**src/rtl/hamming_pkg.sv**
```systemverilog
// Shared Hamming(7,4) definitions: position-to-index mapping, parity group masks,
// the encoder FSM state type and a single encode/syndrome definition for both link ends.
package hamming_pkg;

  localparam int unsigned CODE_W = 7;
  localparam int unsigned DATA_W = 4;

  // Hamming positions (1-based) of parity and data bits
  localparam int unsigned POS_P1 = 1;
  localparam int unsigned POS_P2 = 2;
  localparam int unsigned POS_D3 = 3;
  localparam int unsigned POS_P4 = 4;
  localparam int unsigned POS_D2 = 5;
  localparam int unsigned POS_D1 = 6;
  localparam int unsigned POS_D0 = 7;

  // Code index of Hamming position p is CODE_W - p (position 1 sits in the MSB)
  localparam int unsigned IDX_P1 = CODE_W - POS_P1;
  localparam int unsigned IDX_P2 = CODE_W - POS_P2;
  localparam int unsigned IDX_D3 = CODE_W - POS_D3;
  localparam int unsigned IDX_P4 = CODE_W - POS_P4;
  localparam int unsigned IDX_D2 = CODE_W - POS_D2;
  localparam int unsigned IDX_D1 = CODE_W - POS_D1;
  localparam int unsigned IDX_D0 = CODE_W - POS_D0;

  // Positions covered by each syndrome bit, expressed as code-index masks
  localparam logic [CODE_W-1:0] MASK_S1 = 7'b1010101;  // positions 1,3,5,7
  localparam logic [CODE_W-1:0] MASK_S2 = 7'b0110011;  // positions 2,3,6,7
  localparam logic [CODE_W-1:0] MASK_S4 = 7'b0001111;  // positions 4,5,6,7

  typedef enum logic [1:0] {
    ST_IDLE,
    ST_SEND_HI,
    ST_SEND_LO
  } tx_state_e;

  function automatic logic [CODE_W-1:0] hamming_encode(input logic [DATA_W-1:0] d);
    logic [CODE_W-1:0] c;
    c         = '0;
    c[IDX_D3] = d[3];
    c[IDX_D2] = d[2];
    c[IDX_D1] = d[1];
    c[IDX_D0] = d[0];
    // Parity slots are still zero here, so each group XOR yields even parity
    c[IDX_P1] = ^(c & MASK_S1);
    c[IDX_P2] = ^(c & MASK_S2);
    c[IDX_P4] = ^(c & MASK_S4);
    return c;
  endfunction

  // Syndrome value equals the Hamming position of a single flipped bit (0 = clean)
  function automatic logic [2:0] hamming_syndrome(input logic [CODE_W-1:0] c);
    return {^(c & MASK_S4), ^(c & MASK_S2), ^(c & MASK_S1)};
  endfunction

endpackage

```
**src/rtl/hamming_encoder_core.sv**
```systemverilog
// Combinational nibble encoder with optional single-bit error injection at a
// Hamming position (1..7); position 0 leaves the codeword untouched.
module hamming_encoder_core
  import hamming_pkg::*;
(
  input  logic [DATA_W-1:0] nibble,
  input  logic [2:0]        inj_pos,
  output logic [CODE_W-1:0] code
);

  logic [CODE_W-1:0] flip_mask;

  always_comb begin
    flip_mask = '0;
    if (inj_pos != 3'd0) begin
      flip_mask = 7'b1000000 >> (inj_pos - 3'd1);
    end
    code = hamming_encode(nibble) ^ flip_mask;
  end

endmodule

```
**src/rtl/hamming_stream_encoder.sv**
```systemverilog
// Byte-stream Hamming(7,4) transmitter: each accepted byte leaves as two registered
// codewords (high nibble first) on a valid/ready output, with a wrapping handshake counter.
module hamming_stream_encoder
  import hamming_pkg::*;
#(
  parameter int CNT_W = 8
) (
  input  logic              clk,
  input  logic              rst_n,
  input  logic [7:0]        in_data,
  input  logic [2:0]        in_inj_pos,
  input  logic              in_valid,
  output logic              in_ready,
  output logic [CODE_W-1:0] out_code,
  output logic              out_valid,
  input  logic              out_ready,
  output logic [CNT_W-1:0]  cw_count
);

  tx_state_e         state_q, state_d;
  logic [DATA_W-1:0] lo_nib_q, lo_nib_d;
  logic [2:0]        inj_q, inj_d;
  logic [CODE_W-1:0] code_q, code_d;
  logic [CNT_W-1:0]  cnt_q, cnt_d;

  logic [CODE_W-1:0] enc_new_hi;
  logic [CODE_W-1:0] enc_held_lo;
  logic              in_ready_c;
  logic              out_hs;

  // High nibble comes straight from the input byte; low nibble from the byte register
  hamming_encoder_core u_enc_hi (
    .nibble  (in_data[7:4]),
    .inj_pos (in_inj_pos),
    .code    (enc_new_hi)
  );

  hamming_encoder_core u_enc_lo (
    .nibble  (lo_nib_q),
    .inj_pos (inj_q),
    .code    (enc_held_lo)
  );

  // NOTE: every signal written here gets a default first, so no path leaves one unassigned and no latch is inferred.
  always_comb begin
    state_d    = state_q;
    lo_nib_d   = lo_nib_q;
    inj_d      = inj_q;
    code_d     = code_q;
    in_ready_c = 1'b0;
    out_valid  = 1'b0;

    unique case (state_q)
      ST_IDLE: begin
        in_ready_c = 1'b1;
        if (in_valid) begin
          lo_nib_d = in_data[3:0];
          inj_d    = in_inj_pos;
          code_d   = enc_new_hi;
          state_d  = ST_SEND_HI;
        end
      end
      ST_SEND_HI: begin
        out_valid = 1'b1;
        if (out_ready) begin
          code_d  = enc_held_lo;
          state_d = ST_SEND_LO;
        end
      end
      ST_SEND_LO: begin
        out_valid  = 1'b1;
        in_ready_c = out_ready;
        if (out_ready) begin
          if (in_valid) begin
            lo_nib_d = in_data[3:0];
            inj_d    = in_inj_pos;
            code_d   = enc_new_hi;
            state_d  = ST_SEND_HI;
          end else begin
            state_d = ST_IDLE;
          end
        end
      end
      default: state_d = ST_IDLE;
    endcase
  end

  assign out_hs = out_valid & out_ready;
  assign cnt_d  = cnt_q + {{(CNT_W-1){1'b0}}, out_hs};

  // NOTE: state registers use non-blocking assignments so all flops update from pre-edge values.
  always_ff @(posedge clk or negedge rst_n) begin
    if (!rst_n) begin
      state_q  <= ST_IDLE;
      lo_nib_q <= '0;
      inj_q    <= '0;
      code_q   <= '0;
      cnt_q    <= '0;
    end else begin
      state_q  <= state_d;
      lo_nib_q <= lo_nib_d;
      inj_q    <= inj_d;
      code_q   <= code_d;
      cnt_q    <= cnt_d;
    end
  end

  // The FSM sits in IDLE during reset; gate ready so no byte looks accepted then
  assign in_ready = in_ready_c & rst_n;
  assign out_code = code_q;
  assign cw_count = cnt_q;

endmodule

```
**config.mk**
```make
export PLATFORM = sky130hd
export DESIGN_NAME = hamming_stream_encoder
export DESIGN_NICKNAME = d
export VERILOG_FILES = /design/src/rtl/hamming_pkg.sv /design/src/rtl/hamming_encoder_core.sv /design/src/rtl/hamming_stream_encoder.sv
export SDC_FILE = /design/constraint.sdc
export NUM_CORES = 1
export LEC_CHECK = 0
export CAP_MARGIN = 20
export CORE_MARGIN = 2
export CORE_UTILIZATION = 50
export DETAILED_ROUTE_END_ITERATION = 6
export PLACE_DENSITY = 0.76
export SETUP_SLACK_MARGIN = 0.3
export SKIP_LAST_GASP = 1
export SLEW_MARGIN = 5
export SYNTH_ARGS = -nofsm -noshare
export SYNTH_HDL_FRONTEND = slang
export SYNTH_HIERARCHICAL = 1
export SYNTH_SLANG_ARGS = --single-unit
```
**constraint.sdc**
```tcl
create_clock -name clk -period 1.95 [get_ports clk]
set_input_delay 0.39 -clock clk [delete_from_list [all_inputs] [get_ports clk]]
set_output_delay 0.39 -clock clk [all_outputs]
set_load 0.01 [all_outputs]
```
# Word level (Yosys, flattened, before mapping)
# Cells that the tools add are included.
[totals]
reg_bits = 24
output_inout_bits = 17
[op_classes]
bitwise_logic = 4
shifts = 2
addsub = 3
n_eq_ne = 5
mux = 19
n_reduce_logical = 15
[ops]
columns = ["operator", "count"]
rows = [
  ["$reduce_xor 7->1", 6],
  ["$mux 7", 5],
  ["$pmux 7 s3", 1],
  ["$shr 7x3->7 const A", 2],
  ["$xor 7x7->7", 2],
  ["$reduce_bool 3->1", 3],
  ["$add 8x1->8", 1],
  ["$mux 4", 2],
  ["$pmux 4 s2", 1],
  ["$mux 2", 3],
  ["$mux 3", 2],
  ["$ne 2x2->1 const B", 3],
  ["$pmux 2 s3", 1],
  ["$pmux 3 s2", 1],
  ["$reduce_and 3->1", 2],
  ["$sub 3x1->3 const B", 2],
  ["$and 1x1->1", 2],
  ["$eq 2x1->1 const B", 1],
  ["$eq 2x2->1 const B", 1],
  ["$logic_not 2->1", 1],
  ["$mux 1", 2],
  ["$pmux 1 s2", 1],
  ["$reduce_and 2->1", 1],
  ["$reduce_bool 2->1", 1],
  ["$reduce_or 2->1", 1],
]

# Logic depth before layout (Yosys ltp)
[logic_depth]
ltp_word = 7
ltp_mapped = 7
ltp_nobuf = 7

# Hierarchy
# Netlist, hierarchy kept.
[modules_own_cells]
columns = ["mod", "n_inst", "cells_per_inst", "area_each_um2"]
rows = [
  ["hamming_stream_encoder", 1, 83, 1139.8],
  ["hamming_encoder_core", 2, 17, 178.9],
]

# Worst setup path after synthesis
# OpenSTA, ideal clock, no wires.
[synth_timing]
path_kind = "flip-flop to flip-flop"
start = "register state_q[0]"
end = "register code_q[0] (netlist: out_code[0])"
setup_time_ns = 0.125
path_stages_with_launch = 6
t_arrival_ns = 1.521
synth_period_minus_slack_ns = 1.645
n_path_buf = 1
required_time_ns = 1.825
path_slack_ns = 0.305
path_cell_list = "dfrtp_1 -> ha_1 -> buf_6 -> o21bai_2 -> a21boi_4 -> mux2_2"
[synth_between]
elab_chain_cells = 3
word_cells_on_any_way = 8
cone_classes = "eq/ne (4); mux (1); reduce/logical (3)"
[synth_rtl]
columns = ["item", "line", "text"]
rows = [
  ["start: declaration", "hamming_stream_encoder.sv:20", "tx_state_e state_q, state_d;"],
  ["start signal: assignment", "hamming_stream_encoder.sv:100", "state_q <= state_d;"],
  ["$eq 2x1->1, or another cell as far along", "hamming_stream_encoder.sv:53", "unique case (state_q)"],
  ["$ne 2x2->1 (no source line) or $reduce_bool 3->1 (tied branches)", "n/a", ""],
  ["$reduce_and 3->1 (no source line)", "n/a", ""],
  ["end signal: assignment", "hamming_stream_encoder.sv:103", "code_q <= code_d;"],
  ["end: declaration", "hamming_stream_encoder.sv:23", "logic [CODE_W-1:0] code_q, code_d;"],
]
# Several ways; a longest one is shown, not always the timed one.
# A chain may end at the register's enable or synchronous reset.

# Worst setup path in the final report
[layout_timing]
start = "register state_q[1]"
end = "output in_ready"
[layout_between]
elab_chain_cells = 3
word_cells_on_any_way = 4
cone_classes = "eq/ne (1); mux (1); bitwise (1); reduce/logical (1)"
[layout_rtl]
columns = ["item", "line", "text"]
rows = [
  ["$eq 2x2->1 or $logic_not 2->1 (tied branches)", "hamming_stream_encoder.sv:53", ""],
  ["$pmux 1 s2 *", "hamming_stream_encoder.sv:53", ""],
  ["$and 1x1->1 *", "hamming_stream_encoder.sv:109", "assign in_ready = in_ready_c & rst_n;"],
  ["end: declaration", "hamming_stream_encoder.sv:13", "output logic in_ready,"],
]
# Every way passes the cells marked *; elsewhere a longest branch is shown, timed or not.

==> flow_metrics.py <==
metrics = {
    "outcome": {
        "outcome": "finished with violations",
        "violations": "design-rule violations",
    },
    "die": {
        "die_h_um": 58.73,
        "die_w_um": 58.73,
        "core_area_sq_um": 2805,
        "fp.dieArea_sq_um": 3449,
        "pin_count": 32,
        "placementRows": 19,
        "initial_core_util_pct": 53.39,
    },
    "yosys": {
        "synth_top_area_share_pct": 40.10,
        "synth_nets": 138,
        "ys.warnings.count": 6,
        "avgSynthCellArea_sq_um": 12.80,
        "ys_types": 25,
        "synthTopCellsByArea": "dfrtp_1 40%, mux2_2 17%, xnor2_1 9.9%",
        "ys_seq_area_share_pct": 40.10,
        "synth-seq-cells": 24,
        "syn_inst": 117,
        "yosysTopAreaCell": "dfrtp_1",
        "synth_area_sq_um": 1498,
    },
    "pwr": {
        "p_leak_nw": 1.148,
        "ir_worst_vdd_mv": 0.9265,
        "pwr-share-clk_pct": 8.2,
        "power.internal_w": 0.002121,
        "seq_power_share_pct": 29.7,
        "netSwitchingFraction_pct": 34.76,
        "power_frac_comb_pct": 62.1,
        "p_sw_w": 0.001130,
        "p_per_area_nw_per_um2": 1481,
    },
    "critical_path": {
        "slowest_delay_ns": 0.45,
        "ff2ff_path_depth": 6,
        "endpoint_kind": "output port",
        "r2r_slack_ns": 0.24,
        "rr_startpoint": "state_q[1]",
        "cp.required_ns": 1.56,
        "crit_path_end": "in_ready",
        "cp-start-kind": "flop",
        "crit_type": "flop to output port",
        "cp.arrival_ns": 1.38,
        "path_cells": "ha_2 -> and2_4 -> o21a_1 -> buf_2",
        "worstReg2RegEnd": "out_code[5]",
        "crit_slowest_cell": "dfrtp_1",
        "cp-startpoint": "state_q[1]",
        "cp_max_fo": 4,
    },
    "global_route": {
        "antenna_found_initial": 0,
        "grt_pass1_wl_um": 5444,
        "grt_start_max_net_pins": 25,
        "track_usage_pct": 20.69,
        "grt-ovfl-total": 0,
        "first_global_vias": 1141,
    },
    "sta": {
        "finalSetupViolCount": 0,
        "clock_skew_ns": 0.006803,
        "setup_ws_ns": 0.1836,
        "hold_viol": 0,
        "finalMaxSlewViolations": 0,
        "fmax_mhz": 566.1,
        "tns_ns": 0,
        "rsz0062_at_grt": "yes",
        "hold_ws_ns": 0.4913,
        "finalCritPeriodShare_pct": 90.59,
        "slew-limit-headroom_pct": 76.71,
        "worst_slew_pin_slew_ns": 0.3493,
        "layout_min_cycle_time_ns": 1.766,
    },
    "clock_tree": {
        "root_buffer": "clkbuf_4",
        "cts_tree": "done",
        "path_clk_slew_ns": 0.14,
        "cts_buffers": 3,
        "htree_levels": 1,
        "clk_latency_ns": 0.31,
        "cts_num_sinks": 24,
        "clockBufferDepth": 2,
        "postCtsHoldBufs": 0,
    },
    "routing": {
        "viasPerCell": 5.498,
        "drc": 2,
        "drtPass1Iterations": 6,
        "antenna_left": 0,
        "wl_per_cell_um": 16.75,
        "dr.max_layer_used": "met4",
        "vias": 1127,
        "routed_wl_um": 3434,
        "route.met3.wl_um": 195,
        "wl_met1_um": 1469,
        "wl_met2_um": 1720,
        "drt_iter0_drc": 30,
    },
    "final_layout": {
        "drive_above_1_share_pct": 39.08,
        "utilization_pct": 78.28,
        "antenna_cells": 0,
        "post-route-cell-area_sq_um": 2196,
        "area_growth_pct": 46.62,
        "fin_nets": 196,
    },
    "placed_design": {
        "dp_hpwl_um": 2260,
        "routabilityCongestion": 0.7901,
        "place_worst_setup_slack_ns": -0.2594,
        "placed_area_sq_um": 1933,
        "io_buffer_count": 31,
    },
    "worst_hold_path": {
        "worstHoldPathType": "input pin to async pin",
    },
    "run": {
        "max_cap_viol_count": 0,
    },
}
## Yosys cell counts
master,count
xnor2_1,17
nor3b_1,7
nand2_1,2
mux2_2,22
or2b_1,1
o21ai_0,1
nor2_1,2
inv_1,3
o21bai_2,1
and3_1,1
ha_1,6
xnor3_1,6
a22o_1,1
nand2b_1,1
a21boi_4,1
dfrtp_1,24
nor3_1,1
nor2b_1,1
o21a_1,1
nand3_1,5
xor2_1,3
nand3b_1,6
buf_6,1
and2_1,2
o21ai_2,1
## state kept, by name (all words and copies together), names as in the netlist
name	cells
cw_count	8
inj_q	3
lo_nib_q	4
out_code	7
state_q	2
## worst max-delay path: cells and delay by family (launching register included)
| kind | cells | cell delay [ns] |
|---|---|---|
| simple gates | 1 | 0.14 |
| buf+inv | 1 | 0.13 |
| flops | 1 | 0.45 |
| fa+ha+maj | 1 | 0.19 |
| compound gates | 1 | 0.15 |
## power by group through the flow
stage	logic (W)	registers (W)	clock network (W)
after floorplan	0.00107	0.000988	0
after global placement	0.00165	0.000952	0
after detailed placement	0.00168	0.000971	0
after CTS	0.00194	0.000950	0.000273
after global routing	0.00219	0.000995	0.000296
final	0.00202	0.000966	0.000266
## cell families (layout without fill, tap and decap cells)
kind of cell | after synthesis | in the layout | synth area share [%]
xor+xnor | 26 | 26 | 20.72
flops | 24 | 24 | 40.10
simple gates | 29 | 29 | 12.11
compound gates | 6 | 6 | 4.010
buf+inv | 4 | 61 | 1.504
mux | 22 | 22 | 16.54
fa+ha+maj | 6 | 6 | 5.012
## layer usage
layer / global-route usage [%] / vias up
met5: 0 / -
met4: 4.870 / 0
met3: 3.077 / 6
met2: 35.24 / 33
met1: 27.84 / 564
li1: - / 524
## how the worst min path moves through the flow
stage | startpoint | to | slack (ns) | cells after the start
after detailed placement | cw_count[7] | cw_count[7] | 0.47 | 1
final | rst_n | cw_count[3] | 0.49 | 2
after floorplan | rst_n | cw_count[0] | 0.09 | 0
after global routing | rst_n | cw_count[7] | 0.50 | 2
after global placement | cw_count[7] | cw_count[7] | 0.46 | 1
after CTS | rst_n | cw_count[3] | 0.49 | 2
## per-stage QoR
| stage | power [W] | instances |
|---|---|---|
| after floorplan | 0.002053 | 117 |
| after global placement | 0.002598 | 191 |
| after detailed placement | 0.002654 | 191 |
| after CTS | 0.003160 | 203 |
| after global routing | 0.003479 | 205 |
| final | 0.003252 | 205 |
## placed cells by master, fill, tap and decap left out, types with 6 or more instances in the layout
master / n
dlygate4sd2_1: 8
dlymetal6s2s_1: 12
dfrtp_1: 22
xnor2_1: 17
nand3b_1: 6
buf_4: 21
mux2_4: 12
clkdlybuf4s50_1: 9
nor3b_1: 6
xnor3_1: 6
mux2_2: 10
## repair_timing
action,CTS,global route
setup buffers,8,2
pin swaps,4,4
setup endpoints to repair,27,34
gates resized for setup,34,26
## layout make-up
class	count	area (sq um)
Tap cell	31	38.79
Inverter	3	11.26
Multi-Input combinational cell	89	991.0
Sequential cell	24	603.1
Clock buffer	4	36.28
Fill cell	165	609.3
Timing Repair Buffer	54	515.5
(Power assumes the default switching activity.)
